--- src/rtl/fifo_sym_pack.sv ---
// fifo_sym_pack: repacks the 3-bit symbol stream read from the bit buffer into
// LSB-first bytes and queues them in a small valid/ready output queue. The
// upstream FIFO controller cannot be stalled, so a byte that finds the queue
// full is dropped and recorded in the sticky lost flag.
module fifo_sym_pack #(
  parameter int QDEPTH = 4
) (
  input  logic       Clk,
  input  logic       Rst,
  input  logic       out_en,
  input  logic [2:0] sym,
  input  logic       flush,
  input  logic       byte_ready,
  output logic [7:0] byte_data,
  output logic       byte_valid,
  output logic [2:0] level,
  output logic       lost
);

  // Pointer width is tied to the fixed 4-entry queue.
  localparam int PW = 2;

  // Accumulator state: acc holds unconsumed bits, cnt counts them (0..7).
  logic [9:0] acc_reg, acc_next;
  logic [3:0] cnt_reg, cnt_next;
  logic       flush_pend_reg;

  // Output queue state.
  logic [7:0]    mem [QDEPTH];
  logic [PW-1:0] wptr_reg, rptr_reg;
  logic [2:0]    level_reg, level_next;
  logic          lost_reg;

  // Byte-formation results for the current cycle.
  logic       push;
  logic [7:0] push_data;
  logic       flush_act;
  logic [9:0] merged;
  logic [3:0] sum;
  logic [7:0] keep_mask;

  // Queue handshake terms.
  logic pop;
  logic full;
  logic do_write;
  logic lost_set;

  // Insert the new symbol above the held bits, or zero-pad on a pending flush.
  always_comb begin
    acc_next  = acc_reg;
    cnt_next  = cnt_reg;
    push      = 1'b0;
    push_data = 8'h00;
    flush_act = 1'b0;
    merged    = acc_reg;
    sum       = cnt_reg + 4'd3;
    keep_mask = 8'hFF >> (4'd8 - cnt_reg);
    if (out_en) begin
      // Clear the target slot first so stale bits can never leak in.
      merged = (acc_reg & ~(10'd7 << cnt_reg)) | ({7'd0, sym} << cnt_reg);
      if (sum >= 4'd8) begin
        push      = 1'b1;
        push_data = merged[7:0];
        acc_next  = merged >> 8;
        cnt_next  = sum - 4'd8;
      end else begin
        acc_next = merged;
        cnt_next = sum;
      end
    end else if (flush_pend_reg) begin
      // Flush only acts on an idle cycle so in-flight symbols are packed first.
      flush_act = 1'b1;
      if (cnt_reg != 4'd0) begin
        push      = 1'b1;
        push_data = acc_reg[7:0] & keep_mask;
      end
      acc_next = 10'd0;
      cnt_next = 4'd0;
    end
  end

  // Queue control: a pop frees the head slot, so push+pop succeeds even when full.
  always_comb begin
    pop      = byte_valid && byte_ready;
    full     = (level_reg == 3'd4);
    do_write = push && (!full || pop);
    lost_set = push && full && !pop;
    level_next = level_reg;
    if (do_write && !pop) begin
      level_next = level_reg + 3'd1;
    end else if (!do_write && pop) begin
      level_next = level_reg - 3'd1;
    end
  end

  // Accumulator, bit count and deferred-flush flag.
  always_ff @(posedge Clk or posedge Rst) begin
    if (Rst) begin
      acc_reg        <= 10'd0;
      cnt_reg        <= 4'd0;
      flush_pend_reg <= 1'b0;
    end else begin
      acc_reg <= acc_next;
      cnt_reg <= cnt_next;
      if (flush) begin
        flush_pend_reg <= 1'b1;
      end else if (flush_act) begin
        flush_pend_reg <= 1'b0;
      end
    end
  end

  // Queue storage; entries reset so an empty queue presents 0x00.
  always_ff @(posedge Clk or posedge Rst) begin
    if (Rst) begin
      for (int i = 0; i < QDEPTH; i++) begin
        mem[i] <= 8'h00;
      end
    end else if (do_write) begin
      mem[wptr_reg] <= push_data;
    end
  end

  // Pointers, occupancy and the sticky drop flag.
  always_ff @(posedge Clk or posedge Rst) begin
    if (Rst) begin
      wptr_reg  <= '0;
      rptr_reg  <= '0;
      level_reg <= 3'd0;
      lost_reg  <= 1'b0;
    end else begin
      if (do_write) begin
        wptr_reg <= wptr_reg + 1'b1;
      end
      if (pop) begin
        rptr_reg <= rptr_reg + 1'b1;
      end
      level_reg <= level_next;
      if (lost_set) begin
        lost_reg <= 1'b1;
      end
    end
  end

  assign byte_data  = mem[rptr_reg];
  assign byte_valid = (level_reg != 3'd0);
  assign level      = level_reg;
  assign lost       = lost_reg;

endmodule

--- config.mk ---
export PLATFORM = sky130hd
export DESIGN_NAME = fifo_sym_pack
export DESIGN_NICKNAME = d
export VERILOG_FILES = /design/src/rtl/fifo_sym_pack.sv
export SDC_FILE = /design/constraint.sdc
export NUM_CORES = 1
export LEC_CHECK = 0
export BUFFER_PORTS_ARGS = -buffer_cell sky130_fd_sc_hd__clkbuf_2
export CORE_MARGIN = 2
export CORE_UTILIZATION = 50
export DETAILED_ROUTE_END_ITERATION = 6
export GPL_TIMING_DRIVEN = 0
export PLACE_DENSITY = 0.77
export SLEW_MARGIN = 20
export SYNTH_ARGS = -nofsm -noshare
export SYNTH_HDL_FRONTEND = slang
export SYNTH_SLANG_ARGS = --single-unit
export TNS_END_PERCENT = 20
--- constraint.sdc ---
create_clock -name Clk -period 2.95 [get_ports Clk]
set_input_delay 0.295 -clock Clk [delete_from_list [all_inputs] [get_ports Clk]]
set_output_delay 0.295 -clock Clk [all_outputs]
set_load 0.01 [all_outputs]
# After elaboration in Yosys (flattened, before gate mapping)
# Index checks and enable logic that the tools add are counted.
[totals] word_cells=74 register_bits=55 input_bits=8 out_inout_bits=13
[classes] order_cmp=4 shift=3 n_mux=26 addsub=7 n_reduce_logical=16 bitwise_logic=6 n_eq_ne=1
[op_table] operator="8-bit 2-to-1 mux" n=7
[op_table] operator="32-bit bitwise mux" n=1
[op_table] operator="10-bit 2-to-1 mux" n=3
[op_table] operator="8-bit binary-select mux with 2-bit select" n=1
[op_table] operator="8-bit demux with 2-bit select" n=1
[op_table] operator="4-bit 2-to-1 mux" n=3
[op_table] operator="10-bit AND" n=1
[op_table] operator="10-bit NOT" n=1
[op_table] operator="10-bit OR" n=1
[op_table] operator="3-bit by 4-bit left shift with 10-bit output" n=1
[op_table] operator="3-bit by 4-bit left shift with 10-bit output (first input constant)" n=1
[op_table] operator="8-bit AND" n=1
[op_table] operator="1-bit 2-to-1 mux" n=8
[op_table] operator="8-bit by 4-bit >> shifter with 8-bit output (first input constant)" n=1
[op_table] operator="1-bit logical AND" n=7
[op_table] operator="3-bit greater-or-equal comparator (second input constant)" n=2
[op_table] operator="3-bit 2-to-1 mux" n=2
[op_table] operator="2-bit NOT with 3-bit output" n=2
[op_table] operator="2-bit nonzero test" n=3
[op_table] operator="2-bit by 1-bit adder with 2-bit output (second input constant)" n=2
[op_table] operator="4-bit by 2-bit adder with 4-bit output (second input constant)" n=1
[op_table] operator="4-bit greater-or-equal comparator (second input constant)" n=1
[op_table] operator="4-bit nonzero test" n=1
[op_table] operator="4-bit subtractor (first input constant)" n=1
[op_table] operator="8 further kinds" n=10

# Depth between registers and ports, before layout
[depth] depth_word=9 depth_mapped=12 depth_no_buf=11

# Worst setup path after synthesis
# No wires, ideal clock.
[synth_timing] kind="register to register" start="register cnt_reg[0]" end="register level_reg[2] (netlist: level[2])" slack_ns=0.350 path_buffers=1 setup_ns=0.079 stages_incl_launch_ff=13 t_arrival_ns=2.521 synth_period_minus_slack_ns=2.600 required_time_ns=2.871 cell_sequence="dfrtp_1 -> buf_2 -> inv_1 -> ha_1 -> a21oi_1 -> a21oi_2 -> nor2b_1 -> ha_1 -> inv_1 -> fa_1 -> xor2_1 -> nor2_1 -> xor2_1"
[synth_between] elab_chain_cells=8 elab_cells_between_ends=13 classes_between="1 x add/sub; 1 x order compare; 5 x mux; 6 x reduce/logical"
[synth_lines] element="start, declared" line="25" rtl="logic [3:0] cnt_reg, cnt_next;"
[synth_lines] element="start signal, assigned" line="104" rtl="cnt_reg <= cnt_next;"
[synth_lines] element="4-bit by 2-bit adder with 4-bit output / 4-bit nonzero test (equally long branches)" line="56, 73"
[synth_lines] element="4-bit greater-or-equal comparator / 1-bit 2-to-1 mux (equally long branches)" line="61, 73"
[synth_lines] element="1-bit 2-to-1 mux (on tied branches)" line="61, 70"
[synth_lines] element="1-bit 2-to-1 mux *" line="58" rtl="if (out_en) begin"
[synth_lines] element="1-bit logical AND *" line="86" rtl="do_write = push && (!full || pop);"
[synth_lines] element="named net do_write" line="45" rtl="logic do_write;"
[synth_lines] element="1-bit logical NOT" line="91" rtl="end else if (!do_write && pop) begin"
[synth_lines] element="1-bit logical AND" line="91"
[synth_lines] element="2-bit nonzero test (no source line)"
[synth_lines] element="end signal, assigned" line="138" rtl="level_reg <= level_next;"
[synth_lines] element="end, declared" line="31" rtl="logic [2:0] level_reg, level_next;"
# The timed path passes the listed nets; every way through them passes the cells marked *.
# A chain may end at the register's enable or synchronous reset.

# Worst setup path in the final report
# Same ends and word-level chain as after synthesis.

==> reports/qor.yml <==
power_and_ir_drop:
  cellPowerDensity_nw_per_um2: 782
  peakVddDrop_mv: 0.574
  p_leak_nw: 1.54
timing:
  min_period_over_period_pct: 92.5
  setup_viol: 0
  max_freq_mhz: 367
  hold-worst-slack_ns: 0.0626
  drv_slew: 0
  slew_headroom_pct: 50.5
  rsz0062_at_grt: "no"
  hold_violations: 0
  final.setup_skew_ns: 0.00827
  post-route-min-period_ns: 2.73
  worst_slew_pin_slew_ns: 0.743
  setup_tns_ns: 0
finish:
  largest_reg_flops: 32
  fin_area_um2: 3390
  post-route-util_pct: 57.0
  antenna_cells: 0
  area_growth_pct: 10.1
  nets: 320
  stdcell_count: 373
  drive_above_1_share_pct: 30.9
cts:
  cts_htree_levels: 2
  cts_buffer_depth: 2
  cts_hold_buf: 0
  cts_tree: "done"
  cts-root-buf: "clkbuf_8"
  cts.sinks: 55
  cts_buffers: 5
  clk_latency_ns: 0.31
  path_clk_slew_ns: 0.11
yosys:
  synth_area_leaders: "dfrtp_1, mux2_2, mux4_2, ha_1, nand2_1"
  synth_top_area_share_pct: 44.6
  yosysTopAreaCell: "dfrtp_1"
  synth-async-reset-ratio_pct: 100
  synth_flop_cell: "dfrtp_1"
  synth_area_per_cell_um2: 11.5
  yosys_warnings: 0
  synth_nets: 292
  yosysUniqueCellTypes: 48
  postSynthRegisterBits: 55
  synth_area_um2: 3080
  syn-instance-count: 269
  ys_seq_area_share_pct: 44.6
  synth_edf_count: 0
routing:
  drt_wl_total_um: 6600
  viasPerCell: 5.95
  firstDrtPassIters: 4
  dr.first_iter.drc_count: 124
  drc: 0
  avgRoutedWirePerCell_um: 17.7
  via_count: 2221
  ant_nets: 0
floorplan:
  fp.dieArea_um2: 6810
  fp.dieW_um: 82.5
  die_y_um: 82.5
  core_um2: 5960
  fp-row-count: 28
  initial_utilization_pct: 51.8
  io-pin-count: 21
critical_path:
  cp.required_ns: 3.20
  arrival_ns: 2.97
  critical_path_class: "flop to flop"
  crit_fanout: 10
  crit_path_end_kind: "flop"
  worst_setup_path_start_kind: "flop"
placed_design:
  placed_cell_area_um2: 3280
  port_buffers: 19
  gp_congestion: 0.934
  dpl.hpwl_um: 4590
  post-place-cells: 363
status:
  status: "completed"
global_routing:
  grt.total_usage_pct: 21.6
  grt_overflow: 0
  antenna_found_initial: 0
  grt_pass1_wl_um: 11000
  first_global_vias: 2220
  grt_max_degree: 56
job:
  maxCapViolations: 0
worst_hold_path:
  min_path_type: "input port to asynchronous set/reset pin"
-- cell usage in the layout, fill, tap and decap left out, drive strengths merged, types with 3 or more instances in the layout --
master / count
o22ai: 9
nor3: 3
nor2: 11
o221ai: 3
a21oi: 7
mux4: 8
ha: 14
nand3: 5
a31oi: 3
mux2: 37
nor2b: 4
buf: 8
mux2i: 3
nand2: 20
o21ai: 8
xnor2: 7
clkbuf: 31
a22o: 3
and2: 4
inv: 16
dfrtp: 55
nand2b: 7
-- layer usage --
| layer | vias up | track usage [%] | share of wire [%] |
|---|---|---|---|
| met4 | 0 | 7.54 | 2.0 |
| met3 | 13 | 4.13 | 6.8 |
| met1 | 1081 | 30.5 | 44 |
| met2 | 101 | 33.7 | 47 |
| met5 | - | 0 | 0 |
| li1 | 1026 | - | - |
-- cells by family after synthesis --
logic type      count (synthesis)  share of synthesized area (%)
buf+inv                        28                           3.98
simple gates                   62                           10.3
fa+ha+maj                      15                           6.33
flops                          55                           44.6
xor+xnor                        9                           2.56
compound gates                 52                           11.9
mux                            48                           20.3
-- timing repair --
action | CTS | global route
setup endpoints to repair | 1 | 2
buffers inserted | 0 | 2
gates resized for setup | 1 | 4
-- final cells by class --
class / count / area (µm²)
plain buffers: 13 / 68.8
clock buffers: 5 / 68.8
clock inverters: 3 / 23.8
fillers: 521 / 2560
inverters: 15 / 58.8
multi-input cells: 186 / 1590
flip-flops and latches: 55 / 1380
well taps: 75 / 93.8
repair buffers: 21 / 110
-- stage by stage --
stage	total power, W	setup WS, ns
after floorplan	0.00192	0.350
after global placement	0.00217	0.0480
after detailed placement	0.00221	-0.0436
after CTS	0.00266	0.0388
after global routing	0.00284	0.0485
final	0.00265	0.223
-- path summary, 6_finish.rpt --
path                       startpoint              to  slack (ns)  cells past startpoint
setup / recovery           cnt_reg[0]        level[2]        0.22                     12
min in group Clk                flush  flush_pend_reg        0.15                      2
hold / removal                    Rst            lost        0.06                      2
max in group asynchronous         Rst      cnt_reg[0]        2.42                      2
setup reg to reg           cnt_reg[0]        level[2]        0.22                     12
hold reg to reg                  lost            lost        0.50                      1
-- where the power goes --
group          internal (W)  leakage, nW  switching [W]
Clock              0.000172       0.0461       0.000267
Sequential         0.000965        0.730       0.000138
Combinational      0.000524        0.766       0.000588
-- worst max-delay path: stages, from the launching register on --
cell	delay [ns]
dfrtp_2	0.46
clkbuf_4	0.24
inv_1	0.08
ha_1	0.28
a21oi_2	0.21
a21oi_2	0.11
nor2b_2	0.20
ha_1	0.21
inv_1	0.06
fa_1	0.37
xor2_1	0.17
nor2_1	0.11
xor2_1	0.15
-- Yosys cell counts (3+ instances only) --
cell type  count
dfrtp_1       55
mux2_2        37
nand2_1       20
inv_1         15
ha_1          14
o22ai_1        9
mux4_2         8
nand2b_1       7
nor2_1         7
o21ai_0        7
xnor2_1        7
a21oi_1        6
clkbuf_1       6
buf_2          5
nand3_1        5
and2_1         4
nor2_2         4
nor2b_1        4
a22o_1         3
a31oi_1        3
mux2i_1        3
nor3_1         3
o221ai_1       3
No activity file was read; power rests on OpenSTA's default activity.
